`src/rtl/simple_alu_pkg.sv`:
```
// Shared opcode map, flag layout and pipeline payload for simple_alu_pipe.
// Optional build macro ALU_OVF_EXC_EN is consumed by simple_alu_comb.
package simple_alu_pkg;

  localparam int OPC_PKG_W = 8;

  localparam logic [OPC_PKG_W-1:0] OP_NOP   = 8'h00;
  localparam logic [OPC_PKG_W-1:0] OP_ADD   = 8'h01;
  localparam logic [OPC_PKG_W-1:0] OP_ADDU  = 8'h02;
  localparam logic [OPC_PKG_W-1:0] OP_SUB   = 8'h03;
  localparam logic [OPC_PKG_W-1:0] OP_SUBU  = 8'h04;
  localparam logic [OPC_PKG_W-1:0] OP_AND   = 8'h05;
  localparam logic [OPC_PKG_W-1:0] OP_OR    = 8'h06;
  localparam logic [OPC_PKG_W-1:0] OP_XOR   = 8'h07;
  localparam logic [OPC_PKG_W-1:0] OP_NOR   = 8'h08;
  localparam logic [OPC_PKG_W-1:0] OP_SLT   = 8'h09;
  localparam logic [OPC_PKG_W-1:0] OP_SLTU  = 8'h0A;
  localparam logic [OPC_PKG_W-1:0] OP_SLL   = 8'h0B;
  localparam logic [OPC_PKG_W-1:0] OP_SRL   = 8'h0C;
  localparam logic [OPC_PKG_W-1:0] OP_SRA   = 8'h0D;
  localparam logic [OPC_PKG_W-1:0] OP_SLLV  = 8'h0E;
  localparam logic [OPC_PKG_W-1:0] OP_SRLV  = 8'h0F;
  localparam logic [OPC_PKG_W-1:0] OP_SRAV  = 8'h10;
  localparam logic [OPC_PKG_W-1:0] OP_ADDI  = 8'h11;
  localparam logic [OPC_PKG_W-1:0] OP_ADDIU = 8'h12;
  localparam logic [OPC_PKG_W-1:0] OP_ANDI  = 8'h13;
  localparam logic [OPC_PKG_W-1:0] OP_ORI   = 8'h14;
  localparam logic [OPC_PKG_W-1:0] OP_XORI  = 8'h15;
  localparam logic [OPC_PKG_W-1:0] OP_SLTI  = 8'h16;
  localparam logic [OPC_PKG_W-1:0] OP_SLTIU = 8'h17;
  localparam logic [OPC_PKG_W-1:0] OP_LUI   = 8'h18;
  localparam logic [OPC_PKG_W-1:0] OP_MFHI  = 8'h19;
  localparam logic [OPC_PKG_W-1:0] OP_MTHI  = 8'h1A;
  localparam logic [OPC_PKG_W-1:0] OP_MFLO  = 8'h1B;
  localparam logic [OPC_PKG_W-1:0] OP_MTLO  = 8'h1C;

  // flags = {rsvd, dest_wr, rsvd, executed, exception, mispredict}
  localparam int FLAG_MISPRED = 0;
  localparam int FLAG_EXC     = 1;
  localparam int FLAG_EXEC    = 2;
  localparam int FLAG_DEST_WR = 4;

  typedef logic [5:0] flags_t;

  // Payload fields sized for the widest supported build; narrower builds leave
  // the upper bits constant zero.
  localparam int PL_DATA_W = 64;
  localparam int PL_TAG_W  = 16;

  typedef struct packed {
    logic [PL_DATA_W-1:0] result;
    flags_t               flags;
    logic [PL_TAG_W-1:0]  tag;
  } alu_payload_t;

  function automatic flags_t mk_flags(input logic dest_wr, input logic executed,
                                      input logic exc);
    flags_t f;
    f               = '0;
    f[FLAG_DEST_WR] = dest_wr;
    f[FLAG_EXEC]    = executed;
    f[FLAG_EXC]     = exc;
    return f;
  endfunction

endpackage

```
`src/rtl/simple_alu_pipe_comb.sv`:
```
// Pure combinational ALU datapath: opcode + operands -> result, flags.
// ALU_OVF_EXC_EN selects signed-overflow exceptions instead of legacy carry-out.
module simple_alu_comb
  import simple_alu_pkg::*;
#(
  parameter int DATA_W = 32,
  parameter int IMM_W  = 16,
  parameter int OPC_W  = 8
) (
  input  logic [OPC_W-1:0]  opcode_i,
  input  logic [DATA_W-1:0] data1_i,
  input  logic [DATA_W-1:0] data2_i,
  input  logic [IMM_W-1:0]  immd_i,
  output logic [DATA_W-1:0] result_o,
  output flags_t            flags_o
);

  localparam int SH_W = $clog2(DATA_W);

  logic [DATA_W-1:0]    imm_sx, imm_zx, add_b, res;
  logic [DATA_W:0]      add_x, sub_x;
  logic [SH_W-1:0]      sh_i, sh_v;
  logic [OPC_PKG_W-1:0] op;
  logic                 opc_hi_ok, add_exc, sub_exc, is_alu, is_nop, exc;

  assign imm_sx    = {{(DATA_W-IMM_W){immd_i[IMM_W-1]}}, immd_i};
  assign imm_zx    = {{(DATA_W-IMM_W){1'b0}}, immd_i};
  assign op        = opcode_i[OPC_PKG_W-1:0];
  // Opcodes wider than the package map are undefined unless the upper bits are zero
  assign opc_hi_ok = (opcode_i >> OPC_PKG_W) == '0;
  assign sh_i      = immd_i[SH_W-1:0];
  assign sh_v      = data1_i[SH_W-1:0];

  assign add_b = (op == OP_ADDI || op == OP_ADDIU) ? imm_sx : data2_i;
  assign add_x = {1'b0, data1_i} + {1'b0, add_b};
  assign sub_x = {1'b0, data1_i} - {1'b0, data2_i};

`ifdef ALU_OVF_EXC_EN
  assign add_exc = (data1_i[DATA_W-1] == add_b[DATA_W-1]) &&
                   (add_x[DATA_W-1] != data1_i[DATA_W-1]);
  assign sub_exc = (data1_i[DATA_W-1] != data2_i[DATA_W-1]) &&
                   (sub_x[DATA_W-1] != data1_i[DATA_W-1]);
`else
  assign add_exc = add_x[DATA_W];
  assign sub_exc = sub_x[DATA_W];
`endif

  always_comb begin
    res    = '0;
    is_alu = 1'b1;
    is_nop = 1'b0;
    exc    = 1'b0;
    case (op)
      OP_NOP:            begin is_alu = 1'b0; is_nop = 1'b1; end
      OP_ADD, OP_ADDI:   begin res = add_x[DATA_W-1:0]; exc = add_exc; end
      OP_ADDU, OP_ADDIU: res = add_x[DATA_W-1:0];
      OP_SUB:            begin res = sub_x[DATA_W-1:0]; exc = sub_exc; end
      OP_SUBU:           res = sub_x[DATA_W-1:0];
      OP_AND:            res = data1_i & data2_i;
      OP_OR:             res = data1_i | data2_i;
      OP_XOR:            res = data1_i ^ data2_i;
      OP_NOR:            res = ~(data1_i | data2_i);
      OP_SLT:            res = DATA_W'($signed(data1_i) < $signed(data2_i));
      OP_SLTU:           res = DATA_W'(data1_i < data2_i);
      OP_SLL:            res = data1_i << sh_i;
      OP_SRL:            res = data1_i >> sh_i;
      OP_SRA:            res = $unsigned($signed(data1_i) >>> sh_i);
      OP_SLLV:           res = data2_i << sh_v;
      OP_SRLV:           res = data2_i >> sh_v;
      OP_SRAV:           res = $unsigned($signed(data2_i) >>> sh_v);
      OP_ANDI:           res = data1_i & imm_zx;
      OP_ORI:            res = data1_i | imm_zx;
      OP_XORI:           res = data1_i ^ imm_zx;
      OP_SLTI:           res = DATA_W'($signed(data1_i) < $signed(imm_sx));
      OP_SLTIU:          res = DATA_W'(data1_i < imm_sx);
      OP_LUI:            res = {immd_i, {(DATA_W-IMM_W){1'b0}}};
      OP_MFHI, OP_MTHI,
      OP_MFLO, OP_MTLO:  res = data1_i;
      default:           is_alu = 1'b0;
    endcase
    if (!opc_hi_ok) begin
      res    = '0;
      is_alu = 1'b0;
      is_nop = 1'b0;
      exc    = 1'b0;
    end
    result_o = res;
    flags_o  = mk_flags(is_alu, is_alu | is_nop, exc);
  end

endmodule

```
`src/rtl/simple_alu_pipe.sv`:
```
// Elastic PIPE_DEPTH-stage ALU pipeline with valid/ready, flush and sync reset.
// Exception semantics follow ALU_OVF_EXC_EN (see simple_alu_comb).
module simple_alu_pipe
  import simple_alu_pkg::*;
#(
  parameter int DATA_W     = 32,
  parameter int IMM_W      = 16,
  parameter int OPC_W      = 8,
  parameter int TAG_W      = 7,
  parameter int PIPE_DEPTH = 2
) (
  input  logic              clk,
  input  logic              reset,
  input  logic              flush_i,
  input  logic              in_valid_i,
  output logic              in_ready_o,
  input  logic [OPC_W-1:0]  opcode_i,
  input  logic [DATA_W-1:0] data1_i,
  input  logic [DATA_W-1:0] data2_i,
  input  logic [IMM_W-1:0]  immd_i,
  input  logic [TAG_W-1:0]  tag_i,
  output logic              out_valid_o,
  input  logic              out_ready_i,
  output logic [DATA_W-1:0] result_o,
  output logic [5:0]        flags_o,
  output logic [TAG_W-1:0]  tag_o
);

  localparam int LAST = PIPE_DEPTH - 1;

  logic [PIPE_DEPTH-1:0] vld_pipe_q, vld_pipe_d, adv;
  alu_payload_t          pipe_q [PIPE_DEPTH];
  alu_payload_t          pipe_d [PIPE_DEPTH];
  alu_payload_t          in_pl;
  logic [DATA_W-1:0]     alu_res;
  flags_t                alu_flags;
  logic                  s0_free, in_fire;

  simple_alu_comb #(
    .DATA_W (DATA_W),
    .IMM_W  (IMM_W),
    .OPC_W  (OPC_W)
  ) u_alu (
    .opcode_i (opcode_i),
    .data1_i  (data1_i),
    .data2_i  (data2_i),
    .immd_i   (immd_i),
    .result_o (alu_res),
    .flags_o  (alu_flags)
  );

  // Walk from the output back: a stage advances when its downstream slot is free
  always_comb begin
    logic free;
    adv  = '0;
    free = out_ready_i;
    for (int k = LAST; k >= 0; k--) begin
      adv[k] = vld_pipe_q[k] & free;
      free   = ~vld_pipe_q[k] | adv[k];
    end
    s0_free = free;
  end

  assign in_ready_o = reset & (flush_i | s0_free);
  assign in_fire    = in_valid_i & in_ready_o & ~flush_i;

  always_comb begin
    in_pl.result = PL_DATA_W'(alu_res);
    in_pl.flags  = alu_flags;
    in_pl.tag    = PL_TAG_W'(tag_i);
  end

  always_comb begin
    vld_pipe_d = vld_pipe_q;
    for (int k = 0; k < PIPE_DEPTH; k++) pipe_d[k] = pipe_q[k];
    for (int k = 0; k < PIPE_DEPTH; k++)
      if (adv[k]) vld_pipe_d[k] = 1'b0;
    if (in_fire) begin
      vld_pipe_d[0] = 1'b1;
      pipe_d[0]     = in_pl;
    end
    for (int k = 1; k < PIPE_DEPTH; k++) begin
      if (adv[k-1]) begin
        vld_pipe_d[k] = 1'b1;
        pipe_d[k]     = pipe_q[k-1];
      end
    end
    if (flush_i) vld_pipe_d = '0;
  end

  always_ff @(posedge clk) begin
    if (!reset) begin
      vld_pipe_q <= '0;
      for (int k = 0; k < PIPE_DEPTH; k++) pipe_q[k] <= '0;
    end else begin
      vld_pipe_q <= vld_pipe_d;
      for (int k = 0; k < PIPE_DEPTH; k++) pipe_q[k] <= pipe_d[k];
    end
  end

  // Flush wins over a same-cycle output handshake, so hide the valid while it is up
  assign out_valid_o = reset & ~flush_i & vld_pipe_q[LAST];
  assign result_o    = reset ? pipe_q[LAST].result[DATA_W-1:0] : '0;
  assign flags_o     = reset ? pipe_q[LAST].flags : '0;
  assign tag_o       = reset ? pipe_q[LAST].tag[TAG_W-1:0] : '0;

endmodule

```
`config.mk`:
```
export PLATFORM = sky130hd
export DESIGN_NAME = simple_alu_pipe
export DESIGN_NICKNAME = d
export VERILOG_FILES = /design/src/rtl/simple_alu_pkg.sv /design/src/rtl/simple_alu_pipe_comb.sv /design/src/rtl/simple_alu_pipe.sv
export SDC_FILE = /design/constraint.sdc
export NUM_CORES = 1
export LEC_CHECK = 0
export ABC_AREA = 1
export CAP_MARGIN = 15
export CORE_ASPECT_RATIO = 1.75
export CORE_MARGIN = 2
export CORE_UTILIZATION = 50
export CTS_CLUSTER_SIZE = 8
export DETAILED_ROUTE_END_ITERATION = 8
export GPL_TIMING_DRIVEN = 1
export PLACE_DENSITY = 0.72
export SYNTH_ARGS = -nofsm -noshare
export SYNTH_HDL_FRONTEND = slang
export SYNTH_SLANG_ARGS = --single-unit
```
`constraint.sdc`:
```
create_clock -name clk -period 6.86 [get_ports clk]
set_clock_uncertainty 0.1 [all_clocks]
set_input_delay 1.715 -clock clk [delete_from_list [all_inputs] [get_ports clk]]
set_output_delay 1.715 -clock clk [all_outputs]
set_load 0.05 [all_outputs]
```
==> summary.md, run 1 <==
| Metric | Value |
|---|---|
| Run status | `stopped before the end` |
| Stopping stage | `global routing` |
| Error message | `[ERROR GRT-0116] Global routing finished with congestion. Check the congestion regions in the DRC Viewer.` |
| Fraction of registers with async set/reset | `0` |
| CTS H-tree lvls | `3` |
| Leftover overflow at the end of global routing | `11` |
| Combined area of all synthesized cells | `between 20000 and 25000 sq um` |
| Number of synthesized register bits | `86` |
| Row cnt | `97` |
| Total Routing Usage GR | `0.614` |
| Num CTS Buffers | `9` |
| Die height | `270 um` |
| Gates resized, CTS repair | `0` |
| Yosys warning count | `0` |
| Cts-stage hold buffer count | `0` |
| Post-synthesis cell type count | `46` |
| Starting density of the core | `0.506` |
| Post-CTS setup-driven buffer insertion count | `0` |
| Number of port buffers | `143` |
| Dpl hpwl | `approximately 100000 um` |
| Post-synth EDFFs | `0` |
| Top FF cell, synth | `dfxtp_1` |
| Clock Sink Count | `between 80 and 90` |
| Avg Synthesized Cell Area | `5.19 sq um` |
| Top-Level Pins | `147` |
| Pin count of the biggest net entering global routing | `just under 70` |
| Gate Count Post-Synth | `around 4000` |
| Share of synthesized area occupied by flip-flops and latches | `0.0852` |
| Clock tree buffer depth | `2` |
| Buffer type at the clock tree root | `clkbuf_16` |
| Via count of the first global-routing pass | `roughly 28000` |
| Final weighted congestion in routability-driven placement | `around 1.3` |
| Die Wd | `156 um` |
| First-pass GRT wire length | `around 190000 um` |
-- layer usage --
metal / overflow / global-route usage
met2: 7 / 0.890
met4: 4 / 0.710
met3: 0 / 0.279
met5: 0 / 0
met1: 0 / 0.600
-- cells in the mapped netlist, types with 2 or more instances --
| master | n | area share |
|---|---|---|
| nand2_1 | 1227 | 0.23 |
| nand3_1 | 818 | 0.20 |
| nor2_1 | 393 | 0.073 |
| inv_1 | 390 | 0.072 |
| ha_1 | 197 | 0.12 |
| o21ai_0 | 183 | 0.045 |
| a21oi_1 | 149 | 0.037 |
| dfxtp_1 | 86 | 0.085 |
| buf_2 | 68 | 0.017 |
| clkbuf_1 | 59 | 0.011 |
| nand4_1 | 47 | 0.015 |
| o211ai_1 | 47 | 0.017 |
| buf_1 | 30 | 0.0056 |
| nor3_1 | 26 | 0.0064 |
| inv_2 | 18 | 0.0033 |
| buf_4 | 15 | 0.0056 |
| nand3b_1 | 15 | 0.0056 |
| nor2_4 | 15 | 0.0084 |
| o21bai_1 | 15 | 0.0056 |
| and2_1 | 13 | 0.0040 |
| nand2_2 | 12 | 0.0037 |
| nor2_2 | 10 | 0.0031 |
| o22ai_1 | 10 | 0.0031 |
| or2_2 | 10 | 0.0031 |
| o2111ai_1 | 6 | 0.0026 |
| buf_6 | 5 | 0.0028 |
| o21ai_1 | 4 | 0.00099 |
| a31oi_1 | 3 | 0.00093 |
| clkinv_1 | 3 | 0.00056 |
| and3_1 | 2 | 0.00062 |
| fa_1 | 2 | 0.0020 |
| nor4_1 | 2 | 0.00062 |
-- stage by stage --
step / cells / setup WS, ps / util / hold WS (ps) / cell area (sq um)
after detailed placement: 4420 / 705 / 0.549 / 352 / 21900
after CTS: 4436 / 1110 / 0.556 / 363 / 22200
after floorplan: 3896 / 2220 / - / 342 / 20200
after global placement: 4420 / 763 / 0.549 / 349 / 21900
-- logic make-up after synthesis --
| logic type | after synthesis | synth area share |
|---|---|---|
| adder cells (fa/ha/maj) | 199 | 0.124 |
| XOR/XNOR | 1 | 0.000434 |
| AND/OR/NAND/NOR | 2596 | 0.557 |
| flip-flops | 86 | 0.0852 |
| AO/OA/AOI/OAI | 423 | 0.116 |
| other | 1 | 0.000186 |
| buffers and inverters | 588 | 0.118 |
==> run 2: changes to the inputs <==
- CORE_ASPECT_RATIO: 1.75 -> default
- CORE_UTILIZATION: 50 -> 35
- CTS_CLUSTER_SIZE: 8 -> default
- PLACE_DENSITY: 0.72 -> default
- PLACE_DENSITY_LB_ADDON: default -> 0.15
==> summary.md, run 2 <==
| Metric | Value |
|---|---|
| Run status | `complete, no violations (was stopped before the end)` |
| Cell with the most instances after synthesis | `nand2_1 (unchanged)` |
| Post-CTS setup-driven buffer insertion count | `0 (unchanged)` |
| Pin count of the biggest net entering global routing | `74` |
| Dpl hpwl | `97400 um (was 101000 um)` |
| Main combinational cell family by area after synthesis | `simple AND/OR/NAND/NOR gates (unchanged)` |
| Setup CP Type | `primary input to flip-flop` |
| TritonRoute pass-1 iters | `8` |
| Clock tree from TritonCTS | `yes` |
| Row cnt | `88 (was 97)` |
| Post-DR vias/cell | `5.76` |
| Yosys warning count | `0 (unchanged)` |
| Number of DRC markers after the initial detailed-route iteration | `2920` |
| Post-synth EDFFs | `0 (unchanged)` |
| DRC violation count after routing | `0` |
| WP data arrival | `5920 ps` |
| Type of destination of the critical path | `flip-flop` |
| Post-Layout Cell Count | `4709` |
| Area delta synth->final | `11.5%` |
| Most used standard cells in the synthesized netlist | `1227 x nand2_1, 818 x nand3_1, 393 x nor2_1, 390 x inv_1, 197 x ha_1 (unchanged)` |
| Fraction of the mapped netlist area in simple logic gates | `0.557 (unchanged)` |
| Max Cap Viol | `0` |
| Proportion of netlist area held by the largest area contributor | `0.228 (unchanged)` |
| Routed vias | `27100` |
| Class of the tightest hold or removal check | `flip-flop to flip-flop` |
| Share of synthesized area occupied by flip-flops and latches | `0.0852 (unchanged)` |
| NumNets Final | `approximately 4200` |
| Worst setup slack after layout | `around 1100 ps` |
| Cts-stage hold buffer count | `0 (unchanged)` |
| Synthesized-area fraction occupied by ao, oa, aoi and oai cells | `0.116 (unchanged)` |
| Starting density of the core | `0.352 (was 0.506)` |
| Final weighted congestion in routability-driven placement | `1.08 (was 1.26)` |
| Final hold vios | `0` |
| Clock tree buffer depth | `2 (unchanged)` |
| Detail Route Antenna Nets | `0` |
| Initial antenna violation count | `9` |
| Total Routing Usage GR | `0.394` |
| Gate Count Post-Synth | `3894 (unchanged)` |
| Highest net fanout along the worst path | `13` |
| Floorplan Core Area | `57400 sq um` |
| Share of synthesized area spent on multiplexers | `0 (unchanged)` |
| Die ar. | `59700 sq um` |
| Number of port buffers | `143 (unchanged)` |
| Library cell with the largest summed area after synthesis | `nand2_1 (unchanged)` |
| Clock Sink Count | `86 (unchanged)` |
| Startpoint types | `primary input` |
| Leading cell types by total area after synthesis | `nand2_1 23%, nand3_1 20%, ha_1 12% (unchanged)` |
| Combined area of all synthesized cells | `20200 sq um (unchanged)` |
| Transition time of the tightest slew-check pin | `1220 ps` |
| Register with the highest flop count | `pipe_q` |
| Post-synthesis cell type count | `46 (unchanged)` |
| Final Cycle Share | `0.845` |
| Gates resized, CTS repair | `0 (unchanged)` |
| Top FF cell, synth | `dfxtp_1 (unchanged)` |
| Largest registers | `pipe_q x84, vld_pipe_q x2` |
| Tmin final | `5800 ps` |
| Detailed-route wire length | `120000 um` |
| Worst-case vdd ir drop | `0.0000923 V` |
| Number of flip-flops in the largest register | `84` |
| Final Total Pwr | `between 2 and 2.5 mW` |
| Total count of max-transition violations in the final report | `0` |
| Number of synthesized register bits | `86 (unchanged)` |
| Synthesized-area fraction occupied by xor and xnor cells | `0.000433 (unchanged)` |
| Top library cells by usage in the layout, fill and taps aside | `1227 x nand2_1, 818 x nand3_1, 392 x nor2_1` |
| Placement Setup Slack | `814 ps (was 705 ps)` |
| CTS H-tree lvls | `3 (unchanged)` |
| First-pass GRT wire length | `approximately 170000 um` |
| Buffer type at the clock tree root | `clkbuf_16 (unchanged)` |
| Via count of the first global-routing pass | `25400` |
| Fraction of registers with async set/reset | `0 (unchanged)` |
| Number of placed cells counting well taps | `4689 (was 4420)` |
| Worst slew margin relative to its limit | `0.185` |
| Top-Level Pins | `147 (unchanged)` |
| Layout cells sized above 1 | `0.0401` |
| CP required | `approximately 7000 ps` |
| Avg Synthesized Cell Area | `5.19 sq um (unchanged)` |
| Fraction of the mapped netlist area in adder cells | `0.124 (unchanged)` |
| Clock latency of the later-clocked register in the worst-skew pair | `370 ps` |
| Clock-pin slew on the worst setup and hold paths | `70 ps` |
| Leftover overflow at the end of global routing | `0` |
| Setup repair after global routing missed its margin | `no` |
| Sum of negative setup slack | `0 ps` |
| Die Wd | `244 um (was 156 um)` |
| Average routed wire per standard cell | `25.6 um` |
| Setup violations, final | `0` |
| Die height | `244 um (was 270 um)` |
| Most common cell after layout, fill and taps aside | `nand2_1` |
| Power density of the placed cells | `108 nW/um^2` |
| Num CTS Buffers | `9 (unchanged)` |
| LEAKAGE | `11.5 nW` |
| Top achievable clock speed | `about 170 MHz` |
==> run 2: power by group <==
group	internal [mW]	switching, mW	leakage [nW]
Clock	0.299	0.249	0.156
Sequential	0.516	0.00893	0.699
Combinational	0.387	0.981	10.7
Total	1.20	1.24	11.5
==> run 2: cell families after synthesis <==
group,after synthesis
AOI/OAI and AO/OA,423
xor gates and xnor gates,1
adders and majority gates,199
buffers and inverters,588
DFF,86
other,1
and+or+nand+nor,2596
==> run 2: layout make-up <==
type                    count  area, sq um
flip-flops and latches     86         1720
clock buffers              10          239
well taps                 765          957
clock inverters             6         72.6
diodes                      4         10.0
repair buffers            205         1860
multi-input cells        3222        16100
inverters                 411         1540
fillers                  6825        34800
==> run 2: metal layers <==
layer,vias up,global-route usage,share of wire
met5,-,0,0.00043
met4,8,0.242,0.071
met3,315,0.0836,0.10
met2,1394,0.596,0.42
met1,12600,0.509,0.41
li1,12800,-,-
==> run 2: final timing paths <==
| path | from | to | slack [ps] | cells after the start |
|---|---|---|---|---|
| worst max-delay path | opcode_i[0] | pipe_q[0][25] | 1060 | 23 |
| worst min-delay path | pipe_q[0][39] | pipe_q[0][39] | 360 | 2 |
| worst max register to register | vld_pipe_q[1] | pipe_q[0][18] | 4350 | 8 |
| worst min register to register | pipe_q[0][39] | pipe_q[0][39] | 360 | 2 |
==> run 2: critical path: stages <==
cell and delay, ps:
clkdlybuf4s50_1 650, inv_1 120, nor2_1 150, nand2_1 90
nand2_1 100, nand2_2 100, nor2_2 390, buf_4 270
nand2_1 60, o21ai_0 150, ha_1 320, nand3_1 80
nand3_1 130, nor2_1 120, nor2_1 50, nand2_1 110
o21ai_0 160, a21oi_1 180, nand2_1 80, nor2_1 410
nand4_1 290, nand2_1 130, a21oi_1 60
==> run 2: through the flow <==
stage | hold WS (ps) | utilization | instance area (sq um)
2_1_floorplan | 342 | - | 20200
3_3_place_gp | 354 | 0.387 | 22200
3_5_place_dp | 353 | 0.387 | 22200
4_1_cts | 363 | 0.392 | 22500
5_1_grt | 375 | 0.392 | 22500
6_report | 362 | 0.393 | 22500
Note: power is estimated with default switching activity, not from simulation.
==> run 3: changes to the inputs <==
- clock period: 6.86 -> 5.6 ns (I/O delays scaled with it)
==> summary.md, run 3 (synthesis gave the netlist of run 2 again) <==
| Metric | Value |
|---|---|
| Run status | `complete, no violations (unchanged)` |
| Die Wd | `244 um (unchanged)` |
| Max Cap Viol | `0 (unchanged)` |
| Buffer type at the clock tree root | `clkbuf_16 (unchanged)` |
| Average routed wire per standard cell | `27.5 um (was 25.6 um)` |
| Clock-pin slew on the worst setup and hold paths | `90 ps (was 70 ps)` |
| Worst-case vdd ir drop | `0.000137 V (was 0.0000923 V)` |
| End-of-flow core utilization | `0.404 (was 0.393)` |
| Transition time of the tightest slew-check pin | `1280 ps (was 1220 ps)` |
| Detail Route Antenna Nets | `0 (unchanged)` |
| Startpoint types | `primary input (unchanged)` |
| Register with the highest flop count | `pipe_q (unchanged)` |
| Top-Level Pins | `147 (unchanged)` |
| Highest net fanout along the worst path | `48 (was 13)` |
| Number of DRC markers after the initial detailed-route iteration | `3715 (was 2920)` |
| Type of destination of the critical path | `flip-flop (unchanged)` |
| WP data arrival | `5470 ps (was 5920 ps)` |
| Class of the tightest hold or removal check | `flip-flop to flip-flop (unchanged)` |
| Instance area at placement | `22800 sq um (was 22200 sq um)` |
| Routed vias | `27900 (was 27100)` |
| Number of port buffers | `143 (unchanged)` |
| Final worst hold slack | `365 ps (was 362 ps)` |
| Floorplan Core Area | `57400 sq um (unchanged)` |
| CP required | `5810 ps (was 6980 ps)` |
| Clock latency of the later-clocked register in the worst-skew pair | `380 ps (was 370 ps)` |
| Worst slew margin relative to its limit | `0.146 (was 0.185)` |
| Setup CP Type | `primary input to flip-flop (unchanged)` |
| Cts-stage hold buffer count | `0 (unchanged)` |
| Via count of the first global-routing pass | `25400 (about the same)` |
| Top achievable clock speed | `190 MHz` |
| Post-Layout Cell Count | `4777 (was 4709)` |
| NumNets Final | `4302 (was 4234)` |
| Gates resized, CTS repair | `0 (unchanged)` |
| Power density of the placed cells | `133 nW/um^2 (was 108 nW/um^2)` |
| Final hold vios | `0 (unchanged)` |
| Final Cycle Share | `0.939` |
| First-pass GRT wire length | `184000 um (was 172000 um)` |
| Setup repair after global routing missed its margin | `no (unchanged)` |
| Total count of max-transition violations in the final report | `0 (unchanged)` |
| Post-DR vias/cell | `5.84 (was 5.76)` |
| Sum of negative setup slack | `0 ps (unchanged)` |
| Register-to-register setup slack | `3010 ps (was 4350 ps)` |
| Initial antenna violation count | `7 (was 9)` |
| Setup violations, final | `0 (unchanged)` |
| Leftover overflow at the end of global routing | `0 (unchanged)` |
| LEAKAGE | `11.9 nW (was 11.5 nW)` |
| Layout cells sized above 1 | `0.0564 (was 0.0401)` |
| Die ar. | `59700 sq um (unchanged)` |
| Final cell area excluding filler cells | `23200 sq um (was 22500 sq um)` |
| Die height | `244 um (unchanged)` |
| Tmin final | `5260 ps` |
| Area delta synth->final | `14.6% (was 11.5%)` |
| Top library cells by usage in the layout, fill and taps aside | `1227 x nand2_1, 818 x nand3_1, 392 x nor2_1 (unchanged)` |
| Most common cell after layout, fill and taps aside | `nand2_1 (unchanged)` |
| Detailed-route wire length | `132000 um (was 120000 um)` |
| CTS H-tree lvls | `3 (unchanged)` |
| Number of flip-flops in the largest register | `84 (unchanged)` |
| Clock tree buffer depth | `2 (unchanged)` |
| Row cnt | `88 (unchanged)` |
| Total Routing Usage GR | `0.429 (was 0.394)` |
| Largest registers | `pipe_q x84, vld_pipe_q x2 (unchanged)` |
| Number of placed cells counting well taps | `4757 (was 4689)` |
| TritonRoute pass-1 iters | `6 (was 8)` |
| DRC violation count after routing | `0 (unchanged)` |
| Clock tree from TritonCTS | `yes (unchanged)` |
| Num CTS Buffers | `9 (unchanged)` |
| Dpl hpwl | `108000 um (was 97400 um)` |
| Pin count of the biggest net entering global routing | `77 (was 74)` |
| Post-CTS setup-driven buffer insertion count | `0 (unchanged)` |
| Starting density of the core | `0.352 (unchanged)` |
| Final weighted congestion in routability-driven placement | `1.10 (was 1.08)` |
| Clock Sink Count | `86 (unchanged)` |
run 3: changes by cell type in the layout (fill, tap and decap cells not counted), sizes merged:
cell / before / now
bufinv: 1 / 0
clkinvlp: 0 / 1
clkbuf: 10 / 9
clkinv: 5 / 6
buf: 69 / 137
run 3: worst paths after layout:
kind / from / end / cells after the start
setup reg to reg: vld_pipe_q[1] / pipe_q[0][110] / 8
hold / removal: pipe_q[0][33] / pipe_q[0][33] / 2
setup / recovery: opcode_i[0] / pipe_q[0][42] / 21
hold reg to reg: pipe_q[0][33] / pipe_q[0][33] / 2
run 3: metal layers:
metal  vias to the layer above  global-route usage  share of wire  wire length, um
li1                      13000                   -              -                -
met1                     13000               0.571           0.42            54700
met2                      1588               0.626           0.41            53500
met3                       315              0.0991           0.11            14000
met4                        10               0.253          0.071             9310
met5                         -             0.00980        0.00099              130
run 3: worst max-delay path, stage by stage:
cell and delay [ps]:
clkdlybuf4s50_1 550, inv_1 90, nor2_1 130, nand2_1 80
nand2_1 100, nand2_2 60, nor2_2 170, buf_12 230
nand2_1 370, o21ai_0 190, inv_1 60, ha_1 370
nand2_1 120, nor2_1 180, and2_1 220, nand4_1 220
nand4_1 170, nand3_1 280, nand4_1 210, nand2_1 60
a21oi_1 140
run 3: final cells by class:
| class | count | area [sq um] |
|---|---|---|
| fillers | 6778 | 34200 |
| multi-input cells | 3222 | 16100 |
| repair buffers | 273 | 2510 |
| flip-flops and latches | 86 | 1720 |
| inverters | 411 | 1540 |
| well taps | 765 | 957 |
| clock buffers | 9 | 225 |
| clock inverters | 7 | 75.1 |
| diodes | 4 | 10.0 |
run 3: report_power, final:
group          switching, mW  internal, mW  total, mW
Clock                  0.343         0.317      0.660
Combinational           1.27         0.510       1.78
Sequential            0.0123         0.632      0.644
run 3: through the flow:
| stage | setup slack (ps) | total power [mW] |
|---|---|---|
| 4_1_cts | 487 | 3.02 |
| 3_3_place_gp | 89.6 | 2.37 |
| 2_1_floorplan | 1270 | 1.66 |
| 5_1_grt | 28.9 | 3.24 |
| 6_report | 344 | 3.08 |
| 3_5_place_dp | 114 | 2.36 |
